## src/rtl/dsp_arbiter_rr.sv

```systemverilog
// Round-robin owner arbiter sharing one DSP48A1 slice, with a zero-input flush gap between owners.
// Optional ownership watchdog enabled by defining DSP_ARB_WATCHDOG_EN.
module dsp_arbiter_rr #(
  parameter  int unsigned NCLIENTS   = 4,
  parameter  int unsigned GAP_CYCLES = 2,
  parameter  int unsigned MAX_HOLD   = 64,
  localparam int unsigned DIN_W      = 44,
  localparam int unsigned DOUT_W     = 84
) (
  input  logic                      clk,
  input  logic                      reset,
  input  logic [NCLIENTS-1:0]       req,
  output logic [NCLIENTS-1:0]       grant,
  input  logic [NCLIENTS*DIN_W-1:0] clients_dsp_ins_flat,
  output logic [DOUT_W-1:0]         clients_dsp_outs_flat,
  output logic [DIN_W-1:0]          dsp_ins_flat,
  input  logic [DOUT_W-1:0]         dsp_outs_flat,
  output logic                      busy,
  output logic                      wdog_err
);

  localparam int unsigned PW = $clog2(NCLIENTS);
  localparam int unsigned GW = (GAP_CYCLES > 1) ? $clog2(GAP_CYCLES + 1) : 1;

  // Elaboration-time parameter range checks
  if (NCLIENTS < 2 || NCLIENTS > 8) begin : g_bad_nclients
    $error("dsp_arbiter_rr: NCLIENTS must be in 2..8");
  end
  if (GAP_CYCLES < 1 || GAP_CYCLES > 7) begin : g_bad_gap
    $error("dsp_arbiter_rr: GAP_CYCLES must be in 1..7");
  end
  if (MAX_HOLD < 1) begin : g_bad_hold
    $error("dsp_arbiter_rr: MAX_HOLD must be at least 1");
  end

  typedef enum logic [1:0] {
    IDLE  = 2'd0,
    GRANT = 2'd1,
    GAP   = 2'd2
  } state_t;

  state_t              state, state_next;
  logic [NCLIENTS-1:0] grant_next;
  logic [NCLIENTS-1:0] eligible;
  logic [PW-1:0]       owner, owner_next;
  logic [PW-1:0]       ptr, ptr_next;
  logic [PW-1:0]       cand, pick_idx;
  logic                pick_valid;
  logic [GW-1:0]       gap_cnt, gap_next;
  logic                owner_req;
  logic                expire;

  assign owner_req = |(req & grant);

`ifdef DSP_ARB_WATCHDOG_EN
  localparam int unsigned HW = $clog2(MAX_HOLD + 1);

  logic [HW-1:0]       hold_cnt;
  logic [NCLIENTS-1:0] mask;

  assign expire   = (state == GRANT) && owner_req && (hold_cnt == HW'(MAX_HOLD - 1));
  assign eligible = req & ~mask;

  // Revoked owner stays masked until its request is observed low
  always_ff @(posedge clk or posedge reset) begin
    if (reset) begin
      hold_cnt <= '0;
      mask     <= '0;
      wdog_err <= 1'b0;
    end else begin
      hold_cnt <= (state == GRANT && state_next == GRANT) ? hold_cnt + HW'(1) : '0;
      mask     <= (mask & req) | (expire ? grant : '0);
      wdog_err <= expire;
    end
  end
`else
  assign expire   = 1'b0;
  assign eligible = req;
  assign wdog_err = 1'b0;
`endif

  // First eligible requester searching upward from ptr with wrap-around
  always_comb begin
    pick_valid = 1'b0;
    pick_idx   = '0;
    cand       = '0;
    for (int unsigned k = 0; k < NCLIENTS; k++) begin
      cand = PW'((32'(ptr) + k) % NCLIENTS);
      if (!pick_valid && eligible[cand]) begin
        pick_valid = 1'b1;
        pick_idx   = cand;
      end
    end
  end

  always_comb begin
    state_next = state;
    grant_next = grant;
    owner_next = owner;
    ptr_next   = ptr;
    gap_next   = gap_cnt;
    case (state)
      IDLE: begin
        if (pick_valid) begin
          state_next = GRANT;
          grant_next = NCLIENTS'(1) << pick_idx;
          owner_next = pick_idx;
        end
      end
      GRANT: begin
        if (!owner_req || expire) begin
          state_next = GAP;
          grant_next = '0;
          ptr_next   = (owner == PW'(NCLIENTS - 1)) ? '0 : owner + PW'(1);
          gap_next   = GW'(GAP_CYCLES - 1);
        end
      end
      GAP: begin
        if (gap_cnt == '0) state_next = IDLE;
        else               gap_next   = gap_cnt - GW'(1);
      end
      default: state_next = IDLE;
    endcase
  end

  always_ff @(posedge clk or posedge reset) begin
    if (reset) begin
      state   <= IDLE;
      grant   <= '0;
      owner   <= '0;
      ptr     <= '0;
      gap_cnt <= '0;
      busy    <= 1'b0;
    end else begin
      state   <= state_next;
      grant   <= grant_next;
      owner   <= owner_next;
      ptr     <= ptr_next;
      gap_cnt <= gap_next;
      busy    <= (state_next != IDLE);
    end
  end

  // Granted bundle passes straight through; zero whenever no grant is held
  always_comb begin
    dsp_ins_flat = '0;
    for (int unsigned i = 0; i < NCLIENTS; i++) begin
      if (grant[i]) dsp_ins_flat = clients_dsp_ins_flat[i*DIN_W +: DIN_W];
    end
  end

  assign clients_dsp_outs_flat = dsp_outs_flat;

endmodule
```

## config.mk

```make
export PLATFORM = sky130hd
export DESIGN_NAME = dsp_arbiter_rr
export DESIGN_NICKNAME = d
export VERILOG_FILES = /design/src/rtl/dsp_arbiter_rr.sv
export SDC_FILE = /design/constraint.sdc
export NUM_CORES = 1
export LEC_CHECK = 0
export CAP_MARGIN = 20
export CORE_AREA = 4 4 155 157
export DETAILED_ROUTE_END_ITERATION = 12
export DIE_AREA = 0 0 159 161
export SLEW_MARGIN = 20
export SYNTH_ARGS = -nofsm -noshare
export SYNTH_HDL_FRONTEND = slang
export SYNTH_SLANG_ARGS = --single-unit
```

## constraint.sdc

```tcl
create_clock -name clk -period 4.22 [get_ports clk]
set_input_delay 0.633 -clock clk [delete_from_list [all_inputs] [get_ports clk]]
set_output_delay 0.633 -clock clk [all_outputs]
set_load 0.005 [all_outputs]
```

=== Yosys cells after proc, flatten, opt, wreduce, memory -nomap -nowiden ===
Cells that the tools add are included.

* Register bits: 13
* Bits in latches: 0
* Memories: 0
* ROM bits: 0
* Output and inout port bits: 134
* Memory bits (writable): 0
* Bits of input ports: 266
* Word-level logic and storage cells: 71

* Eq/ne operators: 6
* Add/subtract/negate cells: 5
* Shift operators: 1
* Bitwise gates (word level): 2
* Multiply operators: 0
* Multiplexer cells: 31
* Magnitude comparators: 4
* Div/mod/pow operators: 0
* Reductions and logical operators: 16

{| class="wikitable"
|+ Operators with widths
! cell !! number
|-
| 2-to-1 mux 44 bit || 4
|-
| 2-to-1 mux 2 bit || 10
|-
| < comparator 2 x 3 -> 1 bit, second input constant || 4
|-
| binary-select mux 1 bit (select 2 bit) || 4
|-
| 2-to-1 mux 1 bit || 8
|-
| 2-to-1 mux 4 bit || 2
|-
| case mux 4 bit (2 select lines) || 1
|-
| inequality test 2 bit, second input constant || 3
|-
| case mux 2 bit (3 select lines) || 1
|-
| AND reduction 3 bit || 2
|-
| nonzero test 2 bit || 3
|-
| adder 2 x 1 -> 2 bit, second input constant || 2
|-
| adder 2 bit, second input constant || 2
|-
| bitwise AND 4 bit || 1
|-
| == test 2 bit, second input constant || 2
|-
| zero test 2 bit || 2
|-
| case mux 2 bit (2 select lines) || 1
|-
| AND reduction 2 bit || 2
|-
| OR reduction 4 bit || 1
|-
| left shift 1 x 2 -> 4 bit, first input constant || 1
|-
| logical AND 1 bit || 3
|-
| zero test 1 bit || 3
|-
| == test 2 x 1 -> 1 bit, second input constant || 1
|-
| subtractor 2 x 1 -> 2 bit, second input constant || 1
|-
| NOT 1 bit || 1
|}

=== Logic depth before layout (Yosys ltp) ===
* Depth after elaboration: 15
* Gate-level depth with buffers: 6
* Gate-level depth less buffers: 6

=== Worst setup path after synthesis ===
Ideal clock, no wire load.

* Path kind: register to output
* Start: register grant[1]
* End: output port dsp_ins_flat[34]
* Data arrival time: 1306 ps
* Data required time: 3587 ps
* Path slack: 2281 ps
* Stages on the path, launching flop included: 7
* Path buffers: 3
* Cells stage by stage: dfrtp_1 buf_2 nor2b_1 buf_2 buf_2 a221oi_1 o31ai_1

* Longest elaborated chain between the ends: 3

{| class="wikitable"
|+ Ends and longest elaborated chain
! element !! line !! RTL
|-
| from (decl) || 13 || <nowiki>output logic [NCLIENTS-1:0] grant,</nowiki>
|-
| from (signal assigned) || 136 || <nowiki>grant <= grant_next;</nowiki>
|-
| 2-to-1 mux 44 bit (3 in a row) || 148 || <nowiki>if (grant[i]) dsp_ins_flat = clients_dsp_ins_flat[i*DIN_W +: DIN_W];</nowiki>
|-
| to (decl) || 16 || <nowiki>output logic [DIN_W-1:0] dsp_ins_flat,</nowiki>
|}

No other way between the ends.

=== Worst setup path in the final report ===
* Start: register grant[1]
* End: output port dsp_ins_flat[11]

Same word-level chain as after synthesis.

==> run summary <==
status - finished clean
CTS HTree Levels - 1
cell row count - 55
clk_skew - 0.000599 ns
Final #Nets - 746
placed cells - 758
Starting Density - 0.115
Mean Syn Cell Area - 7.26 um2
final antenna-violating net count - 0
RSZ-0062 raised after global routing - no
IO Pins - 400
Power per Cell Area - 560 nW/um2
dpl cell area - 4520 um2
Synth Flop Type - dfrtp_1
pre-CTS WS - 1.36 ns
input/output buffers - 230
Die Span Y - 161 um
Warnings, synthesis - 0
GPL Wtd Cong - 0.792
fin crit period - 3.06 ns
Final Worst Setup Slack - 1.16 ns
initial antenna violation count - 0
drt via density - 4.03
Synth cell types - 33
first-pass GRT wire length - 18700 um
fin util - 0.204
ys async rst share - 1.00
VDD IR max - 0.000274 V
Min Hold Slack - 0.483 ns
Total GRT Usage - 0.0911
via count - 3070
Gate Count Post-Synth - 355
CTS tree - done
Storage cell area - 332 um2
Post-synth EDFFs - 0
post-route setup TNS - 0 ns
max-capacitance violation count - 0
Cell Count, Final, Fillers Out - 762
cts bufs inserted - 3
CP arrival - 2.42 ns
GRT Residual Overflow - 0
Pleak - 1.54 nW
Post-DP HPWL - 10400 um
Die Wd - 159 um
final setup fails - 0
crit-path max FO - 47
CTS max path bufs - 2
hold_buf cts - 0
clk root buf - clkbuf_16
Syn Std Cell Area - 2580 um2
count leader, synth - buf_4
Final Hold Viols - 0
clk sinks - 13
Post-Syn Nets - 623
number of synthesized register bits - 13
fillers - 2506
DIE AREA - 25600 um2
clk slew on worst S/H paths - 0.05 ns
Iter 0 DRT Violations - 171
layout cells sized above 1 - 0.0356
Post-synth top cells - buf_4, nand2_1, nor2b_1, a221oi_1, o31ai_1
Clock Latency Late Sink - 0.24 ns
Least-Margin Pin Slew - 0.959 ns
Synth top area share - 0.250
core area - 22500 um2
number of global-route vias before repair - 3183
CP Launch Type - flop
fin area - 4600 um2
Final Total Pwr - 2.57 mW
Hold WC Path Type - reg -> reg
setup bufs post-CTS - 0
DRC Markers - 0
largest net degree at the start of global routing - 92
Pre-antenna DRT Iters - 6
CP Data Required Time - 3.59 ns
n_diodes - 0
crit path capture type - output pin
Final Slew Violations - 0
post-synth top area cell - buf_4
Fmax - 327 MHz
routed length per instance - 17.1 um
Synth area leaders - buf_4, a221oi_1, o31ai_1, dfrtp_1, nor2b_1
final period utilization - 0.724
max_slew headroom - 0.361
Final Routed Wirelength - 13000 um
footprint of the multi-input gates - 1470 um2
sequential cell area fraction in the yosys report - 0.126
critical path class - reg -> out
Post-CTS Resized - 0
Synth-to-Final Area Change - 78.4%
power breakdown:
| part | switching (mW) | total, mW | internal (mW) | leakage (nW) |
|---|---|---|---|---|
| combinational | 0.754 | 1.98 | 1.23 | 1.34 |
| clock | 0.0541 | 0.180 | 0.126 | 0.0409 |
| sequential | 0.223 | 0.408 | 0.185 | 0.155 |
worst paths after layout:
check | depth (start not counted) | slack, ns | end | from
worst max-delay path | 4 | 1.16 | dsp_ins_flat[11] | grant[1]
worst min register to register | 1 | 0.48 | owner[1] | owner[1]
max in group asynchronous | 2 | 3.11 | grant[3] | reset
min in group asynchronous | 2 | 0.73 | gap_cnt[1] | reset
worst max register to register | 3 | 2.08 | ptr[1] | grant[3]
worst min-delay path | 1 | 0.48 | owner[1] | owner[1]
logic make-up after synthesis:
| kind of cell | share of synthesized area |
|---|---|
| AOI/OAI and AO/OA | 0.319 |
| adders and majority gates | 0.00971 |
| buffers and inverters | 0.308 |
| DFF | 0.126 |
| muxes | 0.0170 |
| other | 0.00145 |
| and+or+nand+nor | 0.218 |
worst max-delay path: stages (launching register included):
cell             delay [ns]
dfrtp_2                0.38
buf_4                  0.51
a221oi_1               0.19
o31ai_1                0.47
clkdlybuf4s50_1        0.60
registers in the layout, indices dropped and copies added, names as in the netlist:
name	flops
state	2
grant	4
owner	2
gap_cnt	2
busy	1
ptr	2
layout by cell type (no fill, tap or decap), types with 2 or more instances in the layout:
master and n:
inv_1 5, o21ai_0 2, nand2_1 48, nand2b_1 3, a221oi_1 44, o31ai_1 44, o2bb2ai_1 2, a22o_1 2
nor2b_1 46, ha_1 2, clkdlybuf4s50_1 230, nor2_1 5, or3_1 2, clkbuf_16 3, nor3_1 2, buf_4 3
dfrtp_1 10, dfrtp_2 2, mux2_2 3, a21oi_1 3
cell type report:
class / instances / share of cell area
Timing Repair Buffer: 234 / 0.510
Multi-Input combinational cell: 221 / 0.319
Clock buffer: 3 / 0.0163
Tap cell: 285 / 0.0776
Inverter: 5 / 0.00408
Sequential cell: 13 / 0.0721
Clock inverter: 1 / 0.00109
per-layer routing:
metal	share of wire	vias up	global-route usage	wire, um
li1	-	1448	-	-
met1	0.37	1385	0.103	4800
met2	0.47	214	0.152	6130
met3	0.14	23	0.0490	1820
met4	0.019	0	0.0217	243
met5	0	-	0	0
Note: power is estimated with default switching activity, not from simulation.
